`src/rtl/mul_div_unit_pkg.sv`:
```
// rtl/mul_div_unit_pkg.sv - shared MIPS op/state encodings and helpers for the multiply/divide unit
package mul_div_unit_pkg;

  localparam int MDU_XLEN = 32;

  // HI/LO operation codes as decoded by the control unit
  typedef enum logic [1:0] {
    OP_MULT  = 2'b00,
    OP_MULTU = 2'b01,
    OP_DIV   = 2'b10,
    OP_DIVU  = 2'b11
  } mdu_op_e;

  // Sequencer states
  typedef enum logic [1:0] {
    ST_IDLE   = 2'b00,
    ST_CALC   = 2'b01,
    ST_FINISH = 2'b10
  } mdu_state_e;

  function automatic logic op_is_div(input mdu_op_e op);
    return (op == OP_DIV) || (op == OP_DIVU);
  endfunction

  function automatic logic op_is_signed(input mdu_op_e op);
    return (op == OP_MULT) || (op == OP_DIV);
  endfunction

endpackage

```
`src/rtl/mul_div_unit_if.sv`:
```
// rtl/mul_div_unit_if.sv - request/result bundle between the control unit and the multiply/divide unit
interface mul_div_unit_if #(
  parameter int XLEN = 32
) ();

  logic            start;
  logic [1:0]      op;
  logic [XLEN-1:0] in0;
  logic [XLEN-1:0] in1;
  logic            mthi;
  logic            mtlo;
  logic            busy;
  logic            done;
  logic [XLEN-1:0] HI;
  logic [XLEN-1:0] LO;

  modport master (
    output start, op, in0, in1, mthi, mtlo,
    input  busy, done, HI, LO
  );

  modport slave (
    input  start, op, in0, in1, mthi, mtlo,
    output busy, done, HI, LO
  );

endinterface

```
`src/rtl/mdu_datapath.sv`:
```
// rtl/mdu_datapath.sv - radix-2 shift-add multiply / restoring divide datapath with sign correction
module mdu_datapath
  import mul_div_unit_pkg::*;
#(
  parameter int XLEN = 32
) (
  input  logic            clk,
  input  logic            rst_n,
  input  logic            load_i,
  input  logic            step_i,
  input  mdu_op_e         op_i,
  input  logic [XLEN-1:0] a_i,
  input  logic [XLEN-1:0] b_i,
  output logic [XLEN-1:0] hi_o,
  output logic [XLEN-1:0] lo_o
);

  mdu_op_e           op_q;
  logic [XLEN-1:0]   mag_a_q;
  logic [XLEN-1:0]   mag_b_q;
  logic              neg_a_q;
  logic              neg_b_q;
  logic [2*XLEN-1:0] acc_q;
  logic [2*XLEN-1:0] acc_d;

  logic              sgn_in;
  logic [XLEN-1:0]   mag_a_d;
  logic [XLEN-1:0]   mag_b_d;
  logic [XLEN:0]     mul_sum;
  logic [XLEN:0]     div_diff;
  logic [2*XLEN-1:0] prod_fix;

  assign sgn_in  = op_is_signed(op_i);
  assign mag_a_d = (sgn_in && a_i[XLEN-1]) ? -a_i : a_i;
  assign mag_b_d = (sgn_in && b_i[XLEN-1]) ? -b_i : b_i;

  // Next accumulator: one shift-add step (multiply) or one shift-subtract step (divide)
  always_comb begin
    acc_d    = acc_q;
    mul_sum  = {1'b0, acc_q[2*XLEN-1:XLEN]} + (acc_q[0] ? {1'b0, mag_a_q} : '0);
    div_diff = acc_q[2*XLEN-1:XLEN-1] - {1'b0, mag_b_q};
    if (load_i) begin
      acc_d = op_is_div(op_i) ? {{XLEN{1'b0}}, mag_a_d} : {{XLEN{1'b0}}, mag_b_d};
    end else if (step_i) begin
      if (!op_is_div(op_q)) begin
        acc_d = {mul_sum, acc_q[XLEN-1:1]};
      end else if (!div_diff[XLEN]) begin
        acc_d = {div_diff[XLEN-1:0], acc_q[XLEN-2:0], 1'b1};
      end else begin
        acc_d = {acc_q[2*XLEN-2:0], 1'b0};
      end
    end
  end

  // Operand capture on accept, accumulator update every cycle
  always_ff @(posedge clk) begin
    if (!rst_n) begin
      op_q    <= OP_MULT;
      mag_a_q <= '0;
      mag_b_q <= '0;
      neg_a_q <= 1'b0;
      neg_b_q <= 1'b0;
      acc_q   <= '0;
    end else begin
      if (load_i) begin
        op_q    <= op_i;
        mag_a_q <= mag_a_d;
        mag_b_q <= mag_b_d;
        neg_a_q <= sgn_in && a_i[XLEN-1];
        neg_b_q <= sgn_in && b_i[XLEN-1];
      end
      acc_q <= acc_d;
    end
  end

  assign prod_fix = (neg_a_q ^ neg_b_q) ? -acc_q : acc_q;

  // Sign-corrected result; divide by zero returns all-ones quotient and the original dividend
  always_comb begin
    hi_o = prod_fix[2*XLEN-1:XLEN];
    lo_o = prod_fix[XLEN-1:0];
    if (op_is_div(op_q)) begin
      if (mag_b_q == '0) begin
        lo_o = '1;
        hi_o = neg_a_q ? -mag_a_q : mag_a_q;
      end else begin
        lo_o = (neg_a_q ^ neg_b_q) ? -acc_q[XLEN-1:0] : acc_q[XLEN-1:0];
        hi_o = neg_a_q ? -acc_q[2*XLEN-1:XLEN] : acc_q[2*XLEN-1:XLEN];
      end
    end
  end

endmodule

```
`src/rtl/mul_div_unit.sv`:
```
// rtl/mul_div_unit.sv - MIPS HI/LO multiply/divide unit: sequencer, iteration counter and HI/LO registers
module mul_div_unit
  import mul_div_unit_pkg::*;
#(
  parameter int XLEN = 32
) (
  input logic           clk,
  input logic           rst_n,
  mul_div_unit_if.slave bus
);

  localparam int CNT_W = $clog2(XLEN);
  localparam logic [CNT_W-1:0] CNT_LAST = CNT_W'(XLEN - 1);

  mdu_state_e      state_q;
  logic [CNT_W-1:0] cnt_q;
  logic            busy_q;
  logic            done_q;
  logic [XLEN-1:0] hi_q;
  logic [XLEN-1:0] lo_q;

  logic            accept;
  logic            step;
  logic [XLEN-1:0] res_hi;
  logic [XLEN-1:0] res_lo;

  assign accept = (state_q == ST_IDLE) && bus.start;
  assign step   = (state_q == ST_CALC);

  mdu_datapath #(
    .XLEN (XLEN)
  ) u_datapath (
    .clk    (clk),
    .rst_n  (rst_n),
    .load_i (accept),
    .step_i (step),
    .op_i   (mdu_op_e'(bus.op)),
    .a_i    (bus.in0),
    .b_i    (bus.in1),
    .hi_o   (res_hi),
    .lo_o   (res_lo)
  );

  // Sequencer: accept in IDLE, iterate XLEN times, commit to HI/LO and pulse done
  always_ff @(posedge clk) begin
    if (!rst_n) begin
      state_q <= ST_IDLE;
      cnt_q   <= '0;
      busy_q  <= 1'b0;
      done_q  <= 1'b0;
      hi_q    <= '0;
      lo_q    <= '0;
    end else begin
      done_q <= 1'b0;
      case (state_q)
        ST_IDLE: begin
          if (bus.start) begin
            state_q <= ST_CALC;
            cnt_q   <= '0;
            busy_q  <= 1'b1;
          end else begin
            if (bus.mthi) hi_q <= bus.in0;
            if (bus.mtlo) lo_q <= bus.in0;
          end
        end
        ST_CALC: begin
          cnt_q <= cnt_q + 1'b1;
          if (cnt_q == CNT_LAST) state_q <= ST_FINISH;
        end
        ST_FINISH: begin
          hi_q    <= res_hi;
          lo_q    <= res_lo;
          busy_q  <= 1'b0;
          done_q  <= 1'b1;
          state_q <= ST_IDLE;
        end
        default: begin
          state_q <= ST_IDLE;
          busy_q  <= 1'b0;
        end
      endcase
    end
  end

  assign bus.busy = busy_q;
  assign bus.done = done_q;
  assign bus.HI   = hi_q;
  assign bus.LO   = lo_q;

endmodule

```
`src/flat_wrapper.sv`:
```
// flat-port wrapper written by rule: the top's interface ports become plain ports
module mul_div_unit_flat import mul_div_unit_pkg::*;
#(
  parameter int XLEN = 32
)
  (clk, rst_n, bus_start, bus_op, bus_in0, bus_in1, bus_mthi, bus_mtlo, bus_busy, bus_done, bus_HI, bus_LO);
  mul_div_unit_if #(.XLEN(XLEN)) bus_i ();
  input logic clk;
  input logic rst_n;
  input wire logic [$bits(bus_i.start)-1:0] bus_start;
  input wire logic [$bits(bus_i.op)-1:0] bus_op;
  input wire logic [$bits(bus_i.in0)-1:0] bus_in0;
  input wire logic [$bits(bus_i.in1)-1:0] bus_in1;
  input wire logic [$bits(bus_i.mthi)-1:0] bus_mthi;
  input wire logic [$bits(bus_i.mtlo)-1:0] bus_mtlo;
  output wire logic [$bits(bus_i.busy)-1:0] bus_busy;
  output wire logic [$bits(bus_i.done)-1:0] bus_done;
  output wire logic [$bits(bus_i.HI)-1:0] bus_HI;
  output wire logic [$bits(bus_i.LO)-1:0] bus_LO;
  assign bus_i.start = bus_start;
  assign bus_i.op = bus_op;
  assign bus_i.in0 = bus_in0;
  assign bus_i.in1 = bus_in1;
  assign bus_i.mthi = bus_mthi;
  assign bus_i.mtlo = bus_mtlo;
  assign bus_busy = bus_i.busy;
  assign bus_done = bus_i.done;
  assign bus_HI = bus_i.HI;
  assign bus_LO = bus_i.LO;
  mul_div_unit #(.XLEN(XLEN)) u_core (.clk(clk), .rst_n(rst_n), .bus(bus_i));
endmodule
```
`config.mk`:
```
export PLATFORM = sky130hd
export DESIGN_NAME = mul_div_unit_flat
export DESIGN_NICKNAME = d
export VERILOG_FILES = /design/src/rtl/mul_div_unit_pkg.sv /design/src/rtl/mul_div_unit_if.sv /design/src/rtl/mdu_datapath.sv /design/src/rtl/mul_div_unit.sv /design/src/flat_wrapper.sv
export SDC_FILE = /design/constraint.sdc
export NUM_CORES = 1
export LEC_CHECK = 0
export ABC_CLOCK_PERIOD_IN_PS = 6160
export BUFFER_PORTS_ARGS = -buffer_cell sky130_fd_sc_hd__buf_4
export CELL_PAD_IN_SITES_DETAIL_PLACEMENT = 1
export CELL_PAD_IN_SITES_GLOBAL_PLACEMENT = 1
export CORE_ASPECT_RATIO = 0.8
export CORE_MARGIN = 3
export CORE_UTILIZATION = 49
export CTS_CLUSTER_DIAMETER = 50
export CTS_CLUSTER_SIZE = 20
export DETAILED_ROUTE_END_ITERATION = 6
export GPL_TIMING_DRIVEN = 0
export PLACE_DENSITY = 0.95
export SLEW_MARGIN = 0
export SYNTH_ARGS = -nofsm -noshare
export SYNTH_HDL_FRONTEND = slang
export SYNTH_SLANG_ARGS = --single-unit
```
`constraint.sdc`:
```
create_clock -name clk -period 6.16 [get_ports clk]
set_clock_uncertainty 0.05 [all_clocks]
set_input_delay 1.232 -clock clk [delete_from_list [all_inputs] [get_ports clk]]
set_output_delay 1.232 -clock clk [all_outputs]
set_load 0.05 [all_outputs]
```
## Word-level counts from Yosys, hierarchy flattened

Cells that the tools add are included.

- Bits in registers: 205
- Bits in latches: 0
- RAM bits: 0
- Memory bits (read-only): 0
- Output and inout bits: 66
- Logic and storage cells: 82
- Memories: 0

- $add $sub $neg: 9
- Multipliers: 0
- Div/mod/pow operators: 0
- Order comparisons: 0
- Eq/ne operators: 12
- Shifts and indexed selects: 0
- Mux-type cells: 30
- Bitwise gates (word level): 2
- Reduce and logical (&&, ||, !) cells: 17

Operator list:

| cell | count |
|---|---|
| $mux 32 | 15 |
| $mux 64 | 5 |
| $neg 32->32 | 5 |
| $pmux 32 s2 | 2 |
| $neg 64->64 | 1 |
| $add 32x32->33 | 1 |
| $sub 33x32->33 | 1 |
| $logic_not 32->1 | 1 |
| $eq 2x2->1 const B | 5 |
| $ne 2x2->1 const B | 5 |
| $pmux 5 s2 | 1 |
| $reduce_and 2->1 | 3 |
| $reduce_and 3->1 | 2 |
| $reduce_bool 2->1 | 3 |
| $add 5x1->5 const B | 1 |
| $eq 5x5->1 const B | 1 |
| $mux 5 | 1 |
| $logic_not 2->1 | 2 |
| $mux 2 | 2 |
| $pmux 2 s2 | 1 |
| $logic_and 1x1->1 | 3 |
| $logic_or 1x1->1 | 3 |
| $eq 2x1->1 const B | 1 |
| $mux 1 | 2 |
| 3 further kinds | 3 |

## Logic depth before layout (Yosys ltp)

- Word-level depth: 6
- Gate-level depth with buffers: 16
- Depth with buffers taken out: 15

## Hierarchy

Synthesis repeated with hierarchy kept, for this count alone.

- Cells, all modules: 2422
- Area total of the unflattened synthesis: 17520.6 um^2

Modules (own cells, without submodules):

| module | instances | cells an instance | area each (um^2) | sequential area each (um^2) |
|---|---|---|---|---|
| mdu_datapath | 1 | 2047 | 14340.0 | 2622.5 |
| mul_div_unit | 1 | 375 | 3180.6 | 1461.4 |

## Worst setup path after synthesis

Ideal clock, no wire load.

- Path type: input-to-reg
- Start point: input bus_in1[0]
- End point: register u_core.u_datapath.acc_q[29]
- Setup time: 65 ps
- Data arrival time: 3434 ps
- Data required time: 6045 ps
- Path slack: 2611 ps
- Stages: 10
- Buffers on the path: 0
- Path through: or2_2 -> nor4_1 -> nand4_1 -> or3_1 -> o31ai_1 -> xnor2_1 -> nor2_1 -> a211oi_1 -> o22ai_1 -> nor2_1

- Longest elaborated chain between the ends: 4

RTL lines:

| element | line | text |
|---|---|---|
| from (decl) | flat_wrapper.sv:13 | `input wire logic [$bits(bus_i.in1)-1:0] bus_in1;` |
| $neg 32->32 | mdu_datapath.sv:35 | `assign mag_b_d = (sgn_in && b_i[XLEN-1]) ? -b_i : b_i;` |
| $mux 32 | mdu_datapath.sv:35 |  |
| $mux 32 | mdu_datapath.sv:43 | `acc_d = op_is_div(op_i) ? {{XLEN{1'b0}}, mag_a_d} : {{XLEN{1'b0}}, mag_b_d};` |
| $mux 64 | mdu_datapath.sv:42 | `if (load_i) begin` |
| to (signal assigned) | mdu_datapath.sv:63 | `acc_q <= '0;` |
| to (signal assigned) | mdu_datapath.sv:72 | `acc_q <= acc_d;` |
| to (decl) | mdu_datapath.sv:23 | `logic [2*XLEN-1:0] acc_q;` |

No other way between the ends.
A chain may end at the register's enable or synchronous reset.

## Worst setup path in the final report

- Start point: register u_core.u_datapath.acc_q[31]
- End point: register u_core.u_datapath.acc_q[49]

- Longest elaborated chain between the ends: 5

RTL lines:

| element | line | text |
|---|---|---|
| $sub 33x32->33 | mdu_datapath.sv:41 | `div_diff = acc_q[2*XLEN-1:XLEN-1] - {1'b0, mag_b_q};` |
| $mux 64 | mdu_datapath.sv:47 | `end else if (!div_diff[XLEN]) begin` |
| $mux 64 | mdu_datapath.sv:45 | `if (!op_is_div(op_q)) begin` |
| $mux 64 | mdu_datapath.sv:44 | `end else if (step_i) begin` |
| $mux 64 | mdu_datapath.sv:42 |  |

No other way between the ends. The select of a mux whose other input is x is not followed.

==> impl_results.md <==
* EDFF count, synth at 0
* Overflow after GRT at 0
* CP peak stage delay at 1.00 ns
* Longest Clk Path Bufs at 3
* Top cells by area, synth: dfxtp_1 (25%), xnor2_1 (6.2%), nor2_1 (5.8%)
* Critical path class: register to register
* Outcome: finished, violations left
* Post-synth top area cell: dfxtp_1
* Post CTS Setup Buffer Count at 0
* CTS clk-pin slew, worst paths at 0.08 ns
* Fin nets at 2583
* Synth Area per Inst at 7.318 um2
* CTS Hold Bufs at 0
* Final min period at 5.928 ns
* Clk_lat worst skew at 0.57 ns
* Core ar. at 33000 um2
* Number of fillers in the final layout at 4217
* CTS tree: built
* Netlist cell types at 79
* Arr. time, crit path at 6.38 ns
* Post-CTS Resized at 0
* Share of cells above drive strength 1 at 8.710%
* Layout area overhead at 14.63%
* Mapped Nets at 2421
* First-pass DRT Iterations at 5
* Min-Delay Path Class: register to register
* Worst-Margin Slew at 1.629 ns
* Most frequent cells in the layout: nor2_1 (257), dfxtp_1 (204), a21oi_1 (189), nand2_1 (181), o21ai_0 (178)
* YS warnings at 0
* Largest net degree at the start of global routing at 20
* Die width at 212.2 um
* Final Max Tran Viols at 7
* Fmax achieved at 168.7 MHz
* Fin crit share at 96.23%
* Asr flop ratio synth at 0%
* Fin. Hold Viols at 0
* Initial Utilization at 50.50%
* Leak Pwr at 7.531 nW
* Clock Sinks at 204
* Maximum VDD drop at 0.2695 mV
* Total placed instance area at 18220 um2
* Worst slack at placement at 0.6167 ns
* Gpl congestion at 1.070
* Starting DRT DRC Count at 2988
* Critical-path cell list: inv_1 -> ha_1 -> fa_1 -> nor2b_1 -> o2111ai_1 -> and3_1 -> nor4_1 -> o31ai_1 -> a21oi_1 -> xor2_1 -> clkbuf_1 -> o311ai_0 -> o211ai_1 -> a22o_1
* Number of global-route vias before repair at 20.32k
* Post-route ant nets at 0
* Initial antenna violation count at 5
* Most common cell after layout, fill and taps aside: nor2_1
* Pwr dens at 235.3 nW/um2
* Post-synthesis sequential area ratio at 24.51%
* Port Buffer Count at 134
* Crit path max fanout at 10
* First-pass GRT wire length at 130.2 mm
* Syn Std Cell Area at 16660 um2
* Violated checks: max-capacitance violations, max-slew violations
* CP max-delay cell: xor2_1
* Cells after Synth at 2277
* Number of max-cap violations at 2
* Yosys reg bits at 204
* Post-DR vias/cell at 7.135
* Cell Rows at 59
* Worst setup margin at 0.2320 ns
* DRC at 0
* Critical Path End Type: register
* Setup tns final at 0 ns
* GRT Total Usage at 48.16%
* HPWL after DPL at 70.32 mm
* Final wirelength at 90.76 mm
* Clock buffer count from CTS at 25
* Final instance area at 19100 um2
* Via count at 20.59k
* Die ar. at 36270 um2
* Num ports at 137
* CP required at 6.61 ns
* # H-tree levels at 1
* Die H at 170.9 um
* Root buffer cell: clkbuf_16
* Top FF cell, synth: dfxtp_1
* Startpoint Class: register
* Final setup fails at 0
* Worst slew margin at -9.366%
* RSZ-0062 raised after global routing: no
* Post-synth top area share at 24.51%
* Routed wire per std cell at 31.45 um
-- where the power goes --
group	leakage [nW]	internal, W	switching (W)
clock	0.426	0.000843	0.000781
sequential	1.67	0.00140	0.000112
combinational	5.43	0.000411	0.000949
-- path summary, 6_finish.rpt --
kind	to	slack, ns	depth (start not counted)	startpoint
max	u_core.u_datapath.acc_q[49]	0.23	14	u_core.u_datapath.acc_q[31]
min	u_core.bus.LO[28]	0.42	2	u_core.bus.LO[28]
max reg2reg	u_core.u_datapath.acc_q[49]	0.23	14	u_core.u_datapath.acc_q[31]
min reg2reg	u_core.bus.LO[28]	0.42	2	u_core.bus.LO[28]
-- synthesized netlist by cell type, types with 4 or more instances --
master / instances
a2111oi_0: 8
a211oi_1: 101
a21o_1: 29
a21oi_1: 189
a221oi_1: 19
a22o_1: 4
a22oi_1: 22
a31oi_1: 12
and2_1: 38
and3_1: 11
buf_1: 12
buf_2: 7
clkbuf_1: 142
dfxtp_1: 204
ha_1: 71
inv_1: 71
mux2i_1: 63
nand2_1: 181
nand2b_1: 18
nand3_1: 46
nand4_1: 12
nor2_1: 257
nor2b_1: 16
nor3_1: 83
nor3b_1: 4
nor4_1: 28
o211ai_1: 24
o21a_1: 4
o21ai_0: 178
o21bai_1: 9
o221ai_1: 31
o22ai_1: 10
o31ai_1: 36
o41ai_1: 10
or2_2: 12
or3_1: 34
or4_1: 11
xnor2_1: 118
xor2_1: 96
-- layer usage --
metal  up-vias  share of wire (%)  GRT usage (%)
li1       8582                  -              -
met1     10112                 39          63.13
met2      1528                 41          70.61
met3       364                 14          17.95
met4         6                5.5          21.51
met5         -              0.074              0
-- state kept, by name, summed over array words and instances, names as in the netlist, 2 cells and up --
register / cells
u_core.u_datapath.acc_q: 64
u_core.bus.HI: 32
u_core.bus.LO: 32
u_core.u_datapath.mag_a_q: 32
u_core.u_datapath.mag_b_q: 32
u_core.cnt_q: 5
u_core.state_q: 2
-- worst max-delay path: cells and delay by family, from the launching register on --
family,cells,cell delay [ns]
flops,1,0.47
compound gates,6,1.34
buf+inv,2,0.99
xor+xnor,1,1.00
simple gates,3,1.31
fa+ha+maj,2,0.67
-- per-stage QoR --
step	std cells	total power, W	util, %	hold slack, ns
final	2886	0.004494	57.89	0.4153
after global routing	2884	0.004573	57.87	0.4379
after CTS	2884	0.004384	57.87	0.4138
after detailed placement	2839	0.002792	55.22	0.4007
after global placement	2838	0.002746	55.17	0.3964
after floorplan	2277	0.002278	-	0.3946
-- area by class of cell --
type | instances | area [um2] | area share (%)
clock inverters | 20 | 250.2 | 1.310
flip-flops and latches | 204 | 4084 | 21.38
plain buffers | 163 | 629.4 | 3.295
multi-input cells | 1838 | 11690 | 61.18
inverters | 72 | 270.3 | 1.415
diodes | 2 | 5.005 | 0.02620
repair buffers | 135 | 1017 | 5.326
clock buffers | 25 | 625.6 | 3.275
well taps | 427 | 534.3 | 2.797
-- cells by family (layout without fill, tap and decap cells) --
| kind of cell | count (synthesis) | in the layout | share of synthesized area [%] |
|---|---|---|---|
| simple gates | 767 | 767 | 21.75 |
| compound gates | 719 | 719 | 27.54 |
| buf+inv | 235 | 415 | 5.399 |
| xor+xnor | 214 | 214 | 11.25 |
| flops | 204 | 204 | 24.51 |
| fa+ha+maj | 73 | 73 | 5.571 |
| mux | 65 | 65 | 3.987 |
| other cells | 0 | 2 | 0 |
Note: power is estimated with default switching activity, not from simulation.
